[config.mk]
export PLATFORM = sky130hd
export DESIGN_NAME = mem_arbiter
export DESIGN_NICKNAME = d
export VERILOG_FILES = /design/src/rtl/mem_arbiter.sv
export SDC_FILE = /design/constraint.sdc
export NUM_CORES = 1
export LEC_CHECK = 0
export CORE_AREA = 2 2 89 65
export CTS_BUF_LIST = sky130_fd_sc_hd__clkbuf_4
export DETAILED_ROUTE_END_ITERATION = 7
export DIE_AREA = 0 0 91 67
export PLACE_DENSITY = 0.89
export SYNTH_ARGS = -nofsm -noshare
export SYNTH_HDL_FRONTEND = slang
export SYNTH_SLANG_ARGS = --single-unit
[constraint.sdc]
create_clock -name clk -period 3.2 [get_ports clk]
set_input_delay 0.48 -clock clk [delete_from_list [all_inputs] [get_ports clk]]
set_output_delay 0.48 -clock clk [all_outputs]
set_load 0.005 [all_outputs]
[src/rtl/mem_arbiter.sv]
// rtl/mem_arbiter.sv - two-port round-robin arbiter/sequencer for the cache-backed memory bus
// Optional hit/miss statistics counters are built when MEM_ARB_STATS_EN is defined.
module mem_arbiter #(
    parameter int MISS_WAIT = 2
) (
    input  logic       clk,
    input  logic       reset,
    input  logic       req0,
    input  logic       req1,
    input  logic       rwb0,
    input  logic       rwb1,
    input  logic [5:0] addr0,
    input  logic [5:0] addr1,
    input  logic [7:0] wdata0,
    input  logic [7:0] wdata1,
    output logic       done0,
    output logic       done1,
    output logic [7:0] rdata0,
    output logic [7:0] rdata1,
    output logic       hit0,
    output logic       hit1,
    output logic       mem_rwb,
    output logic [5:0] mem_addr,
    output logic [7:0] mem_data,
    input  logic       mem_hit,
    input  logic [7:0] mem_out,
    output logic       busy,
    output logic [15:0] hit_cnt,
    output logic [15:0] miss_cnt
);
    typedef enum logic [1:0] {IDLE, ACCESS, WAIT, RESP} state_t;

    localparam logic [3:0] WAIT_LOAD = 4'(MISS_WAIT - 1);

    state_t     state_q, state_d;
    logic       gnt_q, gnt_d;
    logic       last_q, last_d;
    logic [3:0] cnt_q, cnt_d;
    logic       mem_rwb_q, mem_rwb_d;
    logic [5:0] mem_addr_q, mem_addr_d;
    logic [7:0] mem_data_q, mem_data_d;
    logic       done0_q, done0_d, done1_q, done1_d;
    logic [7:0] rdata0_q, rdata0_d, rdata1_q, rdata1_d;
    logic       hit0_q, hit0_d, hit1_q, hit1_d;
    logic       fin, fin_hit;
    logic [7:0] fin_data;

    always_comb begin
        state_d    = state_q;
        gnt_d      = gnt_q;
        last_d     = last_q;
        cnt_d      = cnt_q;
        mem_rwb_d  = mem_rwb_q;
        mem_addr_d = mem_addr_q;
        mem_data_d = mem_data_q;
        done0_d    = 1'b0;
        done1_d    = 1'b0;
        rdata0_d   = rdata0_q;
        rdata1_d   = rdata1_q;
        hit0_d     = hit0_q;
        hit1_d     = hit1_q;
        fin        = 1'b0;
        fin_hit    = 1'b0;
        fin_data   = mem_rwb_q ? 8'h00 : mem_out;
        case (state_q)
            IDLE: begin
                if (req0 || req1) begin
                    // On a tie the requester not served last wins; otherwise the lone requester.
                    gnt_d      = (req0 && req1) ? ~last_q : req1;
                    last_d     = gnt_d;
                    mem_rwb_d  = gnt_d ? rwb1 : rwb0;
                    mem_addr_d = gnt_d ? addr1 : addr0;
                    mem_data_d = gnt_d ? wdata1 : wdata0;
                    state_d    = ACCESS;
                end
            end
            ACCESS: begin
                if (mem_hit) begin
                    fin     = 1'b1;
                    fin_hit = 1'b1;
                end else begin
                    cnt_d   = WAIT_LOAD;
                    state_d = WAIT;
                end
            end
            WAIT: begin
                if (cnt_q == 4'd0) begin
                    fin = 1'b1;
                end else begin
                    cnt_d = cnt_q - 4'd1;
                end
            end
            RESP: begin
                state_d = IDLE;
            end
            default: state_d = IDLE;
        endcase
        // Response registers load on entry to RESP so done and data appear together.
        if (fin) begin
            state_d   = RESP;
            mem_rwb_d = 1'b0;
            if (gnt_q) begin
                done1_d  = 1'b1;
                rdata1_d = fin_data;
                hit1_d   = fin_hit;
            end else begin
                done0_d  = 1'b1;
                rdata0_d = fin_data;
                hit0_d   = fin_hit;
            end
        end
    end

    always_ff @(posedge clk) begin
        if (reset) begin
            state_q    <= IDLE;
            gnt_q      <= 1'b0;
            last_q     <= 1'b1;
            cnt_q      <= 4'd0;
            mem_rwb_q  <= 1'b0;
            mem_addr_q <= 6'd0;
            mem_data_q <= 8'd0;
            done0_q    <= 1'b0;
            done1_q    <= 1'b0;
            rdata0_q   <= 8'd0;
            rdata1_q   <= 8'd0;
            hit0_q     <= 1'b0;
            hit1_q     <= 1'b0;
        end else begin
            state_q    <= state_d;
            gnt_q      <= gnt_d;
            last_q     <= last_d;
            cnt_q      <= cnt_d;
            mem_rwb_q  <= mem_rwb_d;
            mem_addr_q <= mem_addr_d;
            mem_data_q <= mem_data_d;
            done0_q    <= done0_d;
            done1_q    <= done1_d;
            rdata0_q   <= rdata0_d;
            rdata1_q   <= rdata1_d;
            hit0_q     <= hit0_d;
            hit1_q     <= hit1_d;
        end
    end

`ifdef MEM_ARB_STATS_EN
    logic [15:0] hit_cnt_q, hit_cnt_d, miss_cnt_q, miss_cnt_d;
    logic        resp_hit;

    always_comb begin
        hit_cnt_d  = hit_cnt_q;
        miss_cnt_d = miss_cnt_q;
        resp_hit   = gnt_q ? hit1_q : hit0_q;
        if (state_q == RESP) begin
            if (resp_hit && hit_cnt_q != 16'hFFFF) begin
                hit_cnt_d = hit_cnt_q + 16'd1;
            end
            if (!resp_hit && miss_cnt_q != 16'hFFFF) begin
                miss_cnt_d = miss_cnt_q + 16'd1;
            end
        end
    end

    always_ff @(posedge clk) begin
        if (reset) begin
            hit_cnt_q  <= 16'd0;
            miss_cnt_q <= 16'd0;
        end else begin
            hit_cnt_q  <= hit_cnt_d;
            miss_cnt_q <= miss_cnt_d;
        end
    end

    assign hit_cnt  = hit_cnt_q;
    assign miss_cnt = miss_cnt_q;
`else
    assign hit_cnt  = 16'd0;
    assign miss_cnt = 16'd0;
`endif

    assign done0    = done0_q;
    assign done1    = done1_q;
    assign rdata0   = rdata0_q;
    assign rdata1   = rdata1_q;
    assign hit0     = hit0_q;
    assign hit1     = hit1_q;
    assign mem_rwb  = mem_rwb_q;
    assign mem_addr = mem_addr_q;
    assign mem_data = mem_data_q;
    assign busy     = (state_q != IDLE);
endmodule

==> run summary, run 1 <==
STATUS
------------------------------------------------------------------------------------
Status                                                                  finished clean

WORST SETUP PATH
------------------------------------------------------------------------------------
Kind of cell adding the most delay to the critical path                 buffers and inverters
Buffering stage count on the worst path with inverters included                    3
Critical path peak fanout                                                          9
Max incr delay on CP                                                         0.50 ns
Highest-delay cell along the critical path                              clkdlybuf4s50_1
Data arrival time at the worst-slack endpoint                                1.71 ns
CP endpoint kind                                                         output port
List of cells traversed by the critical path                            inv_1 -> ha_1 -> inv_1 -> clkdlybuf4s50_1
Data required time at the worst endpoint                                     2.72 ns
Slack of the worst reg-to-reg path                                           1.22 ns
Worst setup path category                                                    reg2out
Most common cell on crit path                                                  inv_1
Element type at the critical path start                                     register

FLOORPLAN
------------------------------------------------------------------------------------
Number of I/O pins                                                               111
Die area                                                                    6097 µm²
Core ar.                                                                    5175 µm²
Number of rows created at floorplan                                               22
Starting density of the core                                                  44.39%
Die outline height                                                             67 µm
X dimension of the die                                                         91 µm

SYNTH
------------------------------------------------------------------------------------
Post-synth EDFFs                                                                   0
Area contributors post-synth                                            dfxtp_1 (37%), mux2i_1 (13%), buf_4 (10%), nand2b_1 (4.9%), a211oi_1 (4.6%)
Most frequent cells after synthesis                                     dfxtp_1 (43), buf_4 (32), mux2i_1 (30)
Async S/R FF share, synth                                                         0%
Number of synthesis warnings                                                       0
Most area-hungry cell type in the Yosys netlist                              dfxtp_1
Unique masters post-synth                                                         44
Most common cell in the netlist                                              dfxtp_1
Netlist area before placement                                               2297 µm²
Post-synth top area share                                                     37.47%
Seq cells post-synth                                                              43
Primary FF master, synth                                                     dfxtp_1
Mean cell area of the mapped netlist                                       9.532 µm²
Sequential area share after synthesis                                         37.47%
Post-synthesis cell count                                                        241

CTS
------------------------------------------------------------------------------------
Root Buffer                                                                 clkbuf_4
Clk sink count                                                                    43
Clock H-tree levels                                                                2
Number of buffers inserted by hold repair at cts                                   0
Count of cells resized by post-cts repair                                          0
Clock transition at the registers of the reported paths                      0.12 ns
Maximum number of buffers from clock root to sink                                  2
TritonCTS clock tree                                                           built
Clk_lat worst skew                                                           0.34 ns
Buffers inserted during post-CTS setup optimization                                0
Number of buffers inserted during clock tree synthesis                             5

PWR
------------------------------------------------------------------------------------
Switching power                                                            0.6465 mW
Maximum VDD drop                                                           0.2553 mV
Static leakage power                                                        1.268 nW
Share of total power consumed by net switching                                34.94%
Clock group share of total power                                               18.1%
Power share of the sequential group                                            39.2%
Total power per unit cell area                                          605.0 nW/µm²
Internal power summed over all cells                                        1.204 mW
Comb power frac                                                                42.6%

STA
------------------------------------------------------------------------------------
Number of hold violations in the final report                                      0
Setup repair after global routing missed its margin                               no
Ratio of final minimum period to clock period                                 68.50%
Final Critical Period                                                       2.192 ns
Final Hold Slack                                                           0.4804 ns
Max-slew violations                                                                0
Fmax achieved                                                              456.2 MHz
Aggregate negative setup slack                                                  0 ns
Final setup viols                                                                  0
Worst rel slew slack                                                          40.49%
Transition time at the pin with the least slew margin                      0.8927 ns
Clk_skew                                                                 0.007159 ns

MIN PATH
------------------------------------------------------------------------------------
Hold crit path type                                                          reg2reg

FINISH
------------------------------------------------------------------------------------
Multi-input logic area                                                      1206 µm²
Area overhead of the layout relative to synthesis                             33.12%
Layout Cell Area excl Fill                                                  3058 µm²
Fill cell total of the finished layout                                           446
Total area of sequential cells                                             860.8 µm²
Post-layout net count                                                            363
Share of post-route cells with drive strength above 1                         6.688%
Number of diodes                                                                   0

ROUTING
------------------------------------------------------------------------------------
Residual antenna-violating net count after detailed routing                        0
Residual DRC                                                                       0
Total Wirelength                                                            5.000 mm
Post-detailed-route via-to-cell ratio                                          4.806
Total number of vias                                                            1855
Drt pass-1 iters                                                                   4
Average detailed-routed wire length per instance                            12.95 µm
Number of DRC violations after detailed-routing iteration 0                      151

PLACEMENT
------------------------------------------------------------------------------------
Final HPWL from detailed placement                                          3.872 mm
Buffers on Ports                                                                  78
Post-Place Cell Area                                                        2983 µm²
Weighted congestion at the end of routability-driven global placement         0.8020

FLOW RUN
------------------------------------------------------------------------------------
Number of max-cap violations                                                       0

GLOBAL ROUTE
------------------------------------------------------------------------------------
Maximum number of pins on one net before global-route repair                      30
First-pass GRT wire length                                                  8.190 mm
Grt total ovfl                                                                     0
Gr usage total                                                                16.58%
Via count of the first global-routing pass                                      1797
Number of antenna violations at the first check in global routing                  0

==> layer usage <==
metal | up-vias | wire length [µm] | part of all wire (%) | GRT usage [%]
li1 | 929 | - | - | -
met1 | 859 | 2131 | 43 | 19.49
met2 | 60 | 2478 | 50 | 29.35
met3 | 7 | 351 | 7.0 | 5.543
met4 | 0 | 39 | 0.78 | 4.356
met5 | - | 0 | 0 | 0
==> path summary, 6_finish.rpt <==
| path | from | end | depth (start not counted) |
|---|---|---|---|
| max | state_q[0] | busy | 4 |
| min | hit1 | hit1 | 2 |
| max reg2reg | state_q[0] | mem_addr[1] | 5 |
| min reg2reg | hit1 | hit1 | 2 |
==> layout make-up <==
class / count / share of cell area [%]
inverters: 6 / 0.7365
multi-input cells: 177 / 39.44
clock inverters: 2 / 1.227
clock buffers: 5 / 1.227
repair buffers: 81 / 26.27
flip-flops and latches: 43 / 28.15
well taps: 72 / 2.946
==> cells by family (layout without fill, tap and decap cells) <==
logic type | Yosys count | in the layout | synth area share [%]
simple gates | 67 | 67 | 17.38
buf+inv | 52 | 94 | 15.09
flops | 43 | 43 | 37.47
compound gates | 42 | 42 | 13.56
mux | 30 | 30 | 13.07
fa+ha+maj | 6 | 6 | 3.268
other cells | 1 | 32 | 0.1632
==> worst reg2reg max path: stages, from the launching register on <==
cell and delay [ns]:
dfxtp_1 0.36, inv_1 0.09, ha_1 0.32, o21a_1 0.77, nor2_1 0.09, a211oi_1 0.27
==> state kept, by name, summed over array words and instances (netlist names), 2 cells and up <==
signal / flops
rdata0: 8
state_q: 2
mem_addr: 6
cnt_q: 4
rdata1: 8
mem_data: 8
==> power by group through the flow <==
| stage | Clock (mW) | Sequential (mW) | Combinational, mW |
|---|---|---|---|
| 6_report | 0.336 | 0.726 | 0.789 |
| 5_1_grt | 0.365 | 0.742 | 0.874 |
| 4_1_cts | 0.339 | 0.726 | 0.792 |
| 3_5_place_dp | 0 | 0.736 | 0.790 |
| 3_3_place_gp | 0 | 0.734 | 0.760 |
| 2_1_floorplan | 0 | 0.725 | 0.507 |
==> per-stage QoR <==
step	utilization [%]	setup WS, ns	power (mW)	cells
floorplan	-	1.649	1.233	272
global placement	57.64	1.015	1.494	379
detailed placement	57.64	0.9179	1.526	379
CTS	59.09	1.005	1.857	386
global route	59.09	0.9054	1.981	386
finish	59.09	1.008	1.850	386
==> layout by cell type, fill, tap and decap left out, types with 2 or more instances in the layout <==
cell	count
a31oi_1	3
clkbuf_4	5
nor3_1	3
nand4_1	2
inv_1	6
o31ai_1	4
ha_1	6
nor2_1	17
buf_4	3
nand2b_1	18
nand2_1	5
conb_1	32
a21oi_1	4
mux2i_1	30
nor2b_1	4
dfxtp_1	43
o21ai_0	5
or3b_1	2
clkdlybuf4s50_1	78
or3b_2	8
a211oi_1	14
Note: power is estimated with default switching activity, not from simulation.
==> inputs of run 2 (changes only) <==
CORE_AREA = 2 2 96 71   (was 2 2 89 65)
DIE_AREA = 0 0 98 73   (was 0 0 91 67)
PLACE_DENSITY = 0.8   (was 0.89)
clock period = 1.8 ns   (was 3.2 ns; I/O delays follow)
==> run 2 against run 1 <==
Net effect: core utilization fell by 9.2 points; non-clock buffer count rose by 9; flip-flop and latch count did not move; worst hold slack improved by 0.0047 ns; wire length rose by 1.5%; sequential power rose by 75%; clock skew rose by 0.0010 ns; largest power group unchanged; highest routed layer unchanged.
==> run summary, run 2 (same netlist as run 1, synthesis figures left out) <==
FINISH
------------------------------------------------------------------------------------
Post-layout net count                                                            372   +2.5%
Area overhead of the layout relative to synthesis                             37.96%
Layout Cell Area excl Fill                                                  3169 µm²   +3.6%
Fill cell total of the finished layout                                           582   +30%
Share of post-route cells with drive strength above 1                         10.19%   +3.5 points
Number of diodes                                                                   0   unchanged
Most common cell after layout, fill and taps aside                      clkdlybuf4s50_1
Highest-count cells in the layout ignoring fill and taps                clkdlybuf4s50_1 (77), dfxtp_1 (41), conb_1 (32)

CTS
------------------------------------------------------------------------------------
Clock transition at the registers of the reported paths                      0.13 ns   about the same
Root Buffer                                                                 clkbuf_4
Number of buffers inserted during clock tree synthesis                             5   unchanged
Number of buffers inserted by hold repair at cts                                   0   unchanged
Maximum number of buffers from clock root to sink                                  2   unchanged
Clock H-tree levels                                                                2   unchanged
TritonCTS clock tree                                                           built
Clk sink count                                                                    43   unchanged
Clk_lat worst skew                                                           0.36 ns   +0.02 ns

ROUTING
------------------------------------------------------------------------------------
Number of DRC violations after detailed-routing iteration 0                       80   -47%
Post-detailed-route via-to-cell ratio                                          4.679   -2.6%
Residual antenna-violating net count after detailed routing                        0   unchanged
Total Wirelength                                                            5.077 mm   +1.5%
Drt pass-1 iters                                                                   4   unchanged
Residual DRC                                                                       0   unchanged
Average detailed-routed wire length per instance                            12.54 µm   -3.2%
Total number of vias                                                            1895   +2.2%

FLOW RUN
------------------------------------------------------------------------------------
Number of max-cap violations                                                       0   unchanged

PLACEMENT
------------------------------------------------------------------------------------
Final HPWL from detailed placement                                          3.797 mm   -1.9%
Post-Place Cell Area                                                        3077 µm²   +3.1%
Buffers on Ports                                                                  78   unchanged
Weighted congestion at the end of routability-driven global placement         0.8780   +9.5%

STA
------------------------------------------------------------------------------------
Ratio of final minimum period to clock period                                 94.09%
Max-slew violations                                                                0   unchanged
Fmax achieved                                                              590.4 MHz
Clk_skew                                                                 0.008192 ns   +0.001033 ns
Final setup viols                                                                  0   unchanged
Number of hold violations in the final report                                      0   unchanged
Final Critical Period                                                       1.694 ns
Setup repair after global routing missed its margin                               no
Aggregate negative setup slack                                                  0 ns   unchanged

WORST SETUP PATH
------------------------------------------------------------------------------------
Critical path peak fanout                                                         10   +1
Element type at the critical path start                                     register
Max incr delay on CP                                                         0.37 ns   -0.13 ns
List of cells traversed by the critical path                            buf_4 -> ha_1 -> and2_1 -> o21ai_4 -> mux2i_1
Data required time at the worst endpoint                                     2.10 ns   -0.62 ns
Highest-delay cell along the critical path                                   o21ai_4
Worst setup path category                                                    reg2reg
Data arrival time at the worst-slack endpoint                                2.00 ns   +0.29 ns
CP endpoint kind                                                            register

PWR
------------------------------------------------------------------------------------
Total power per unit cell area                                           1065 nW/µm²   +76%
Power share of the sequential group                                            37.6%   -1.6 points
Clock group share of total power                                               13.8%   -4.3 points
Comb power frac                                                                48.6%   +6.0 points
Static leakage power                                                        1.329 nW   +4.8%
Maximum VDD drop                                                           0.5082 mV   +99%
Internal power summed over all cells                                        2.164 mW   +80%
Share of total power consumed by net switching                                35.92%   +0.98 points
Switching power                                                             1.213 mW   +88%

GLOBAL ROUTE
------------------------------------------------------------------------------------
Maximum number of pins on one net before global-route repair                      41   +37%
Gr usage total                                                                14.36%   -2.2 points
First-pass GRT wire length                                                  8.190 mm   unchanged
Grt total ovfl                                                                     0   unchanged
Number of antenna violations at the first check in global routing                  0   unchanged
Via count of the first global-routing pass                                      1747   -2.8%

FLOORPLAN
------------------------------------------------------------------------------------
Die outline height                                                             73 µm   +9.0%
Starting density of the core                                                  36.18%   -8.2 points
Die area                                                                    7154 µm²   +17%
X dimension of the die                                                         98 µm   +7.7%
Core ar.                                                                    6350 µm²   +23%
Number of I/O pins                                                               111   unchanged
Number of rows created at floorplan                                               25   +14%

MIN PATH
------------------------------------------------------------------------------------
Hold crit path type                                                          reg2reg

STATUS
------------------------------------------------------------------------------------
Status                                                                  finished clean

run 2: cell types whose count changed in the layout (fill, tap and decap cells not counted), moves of 2 or more:
cell / before / now
buf_12: 0 / 3
buf_4: 3 / 9
clkinv_1: 0 / 2
dfxtp_1: 43 / 41
dfxtp_2: 0 / 2
run 2: through the flow:
| step | hold WS [ns] | util [%] | total power [mW] | instances | setup WS [ns] |
|---|---|---|---|---|---|
| 2_1_floorplan | 0.4596 | - | 2.192 | 272 | 0.2495 |
| 3_3_place_gp | 0.4585 | 48.45 | 2.805 | 394 | 0.1418 |
| 3_5_place_dp | 0.4661 | 48.45 | 2.846 | 394 | 0.09227 |
| 4_1_cts | 0.4903 | 49.87 | 3.386 | 405 | 0.04139 |
| 5_1_grt | 0.5146 | 49.91 | 3.624 | 405 | 0.01225 |
| 6_report | 0.4852 | 49.91 | 3.377 | 405 | 0.1063 |
run 2: path summary, 6_finish.rpt:
path,start,to,slack [ns],cells after the start
setup / recovery,state_q[0],rdata0[1],0.11,5
hold / removal,hit1,hit1,0.49,2
setup reg to reg,state_q[0],rdata0[1],0.11,5
hold reg to reg,hit1,hit1,0.49,2
run 2: metal layers:
layer / track usage [%] / part of all wire (%) / vias to the layer above
li1: - / - / 950
met4: 5.247 / 1.9 / 0
met3: 6.130 / 10 / 11
met5: 0 / 0 / -
met1: 17.24 / 40 / 863
met2: 23.21 / 48 / 71
run 2: cell type report:
cell class / count / area, µm² / area share [%]
inverters: 6 / 22.52 / 0.7106
repair buffers: 90 / 910.9 / 28.74
multi-input cells: 177 / 1219 / 38.45
clock buffers: 5 / 37.54 / 1.184
well taps: 81 / 101.3 / 3.198
flip-flops and latches: 43 / 863.3 / 27.24
clock inverters: 3 / 15.01 / 0.4737
run 2: power groups by stage:
stage / clock network [mW] / registers, mW / logic [mW]
after CTS: 0.471 / 1.27 / 1.65
after floorplan: 0 / 1.29 / 0.902
after detailed placement: 0 / 1.29 / 1.56
final: 0.465 / 1.27 / 1.64
after global placement: 0 / 1.28 / 1.52
after global routing: 0.515 / 1.29 / 1.81
run 2: critical path: cells and delay by family (launching register included):
| kind | cells | cell delay, ns |
|---|---|---|
| buffers and inverters | 1 | 0.14 |
| AO/OA/AOI/OAI | 1 | 0.37 |
| adder cells (fa/ha/maj) | 1 | 0.25 |
| AND/OR/NAND/NOR | 1 | 0.28 |
| multiplexers | 1 | 0.24 |
| flip-flops | 1 | 0.35 |
run 2: what timing repair did:
action | CTS | global route
endpoints found under the setup margin | 1 | 3
pin swaps | 1 | 1
setup buffers | 3 | 0
gates resized for setup | 4 | 2
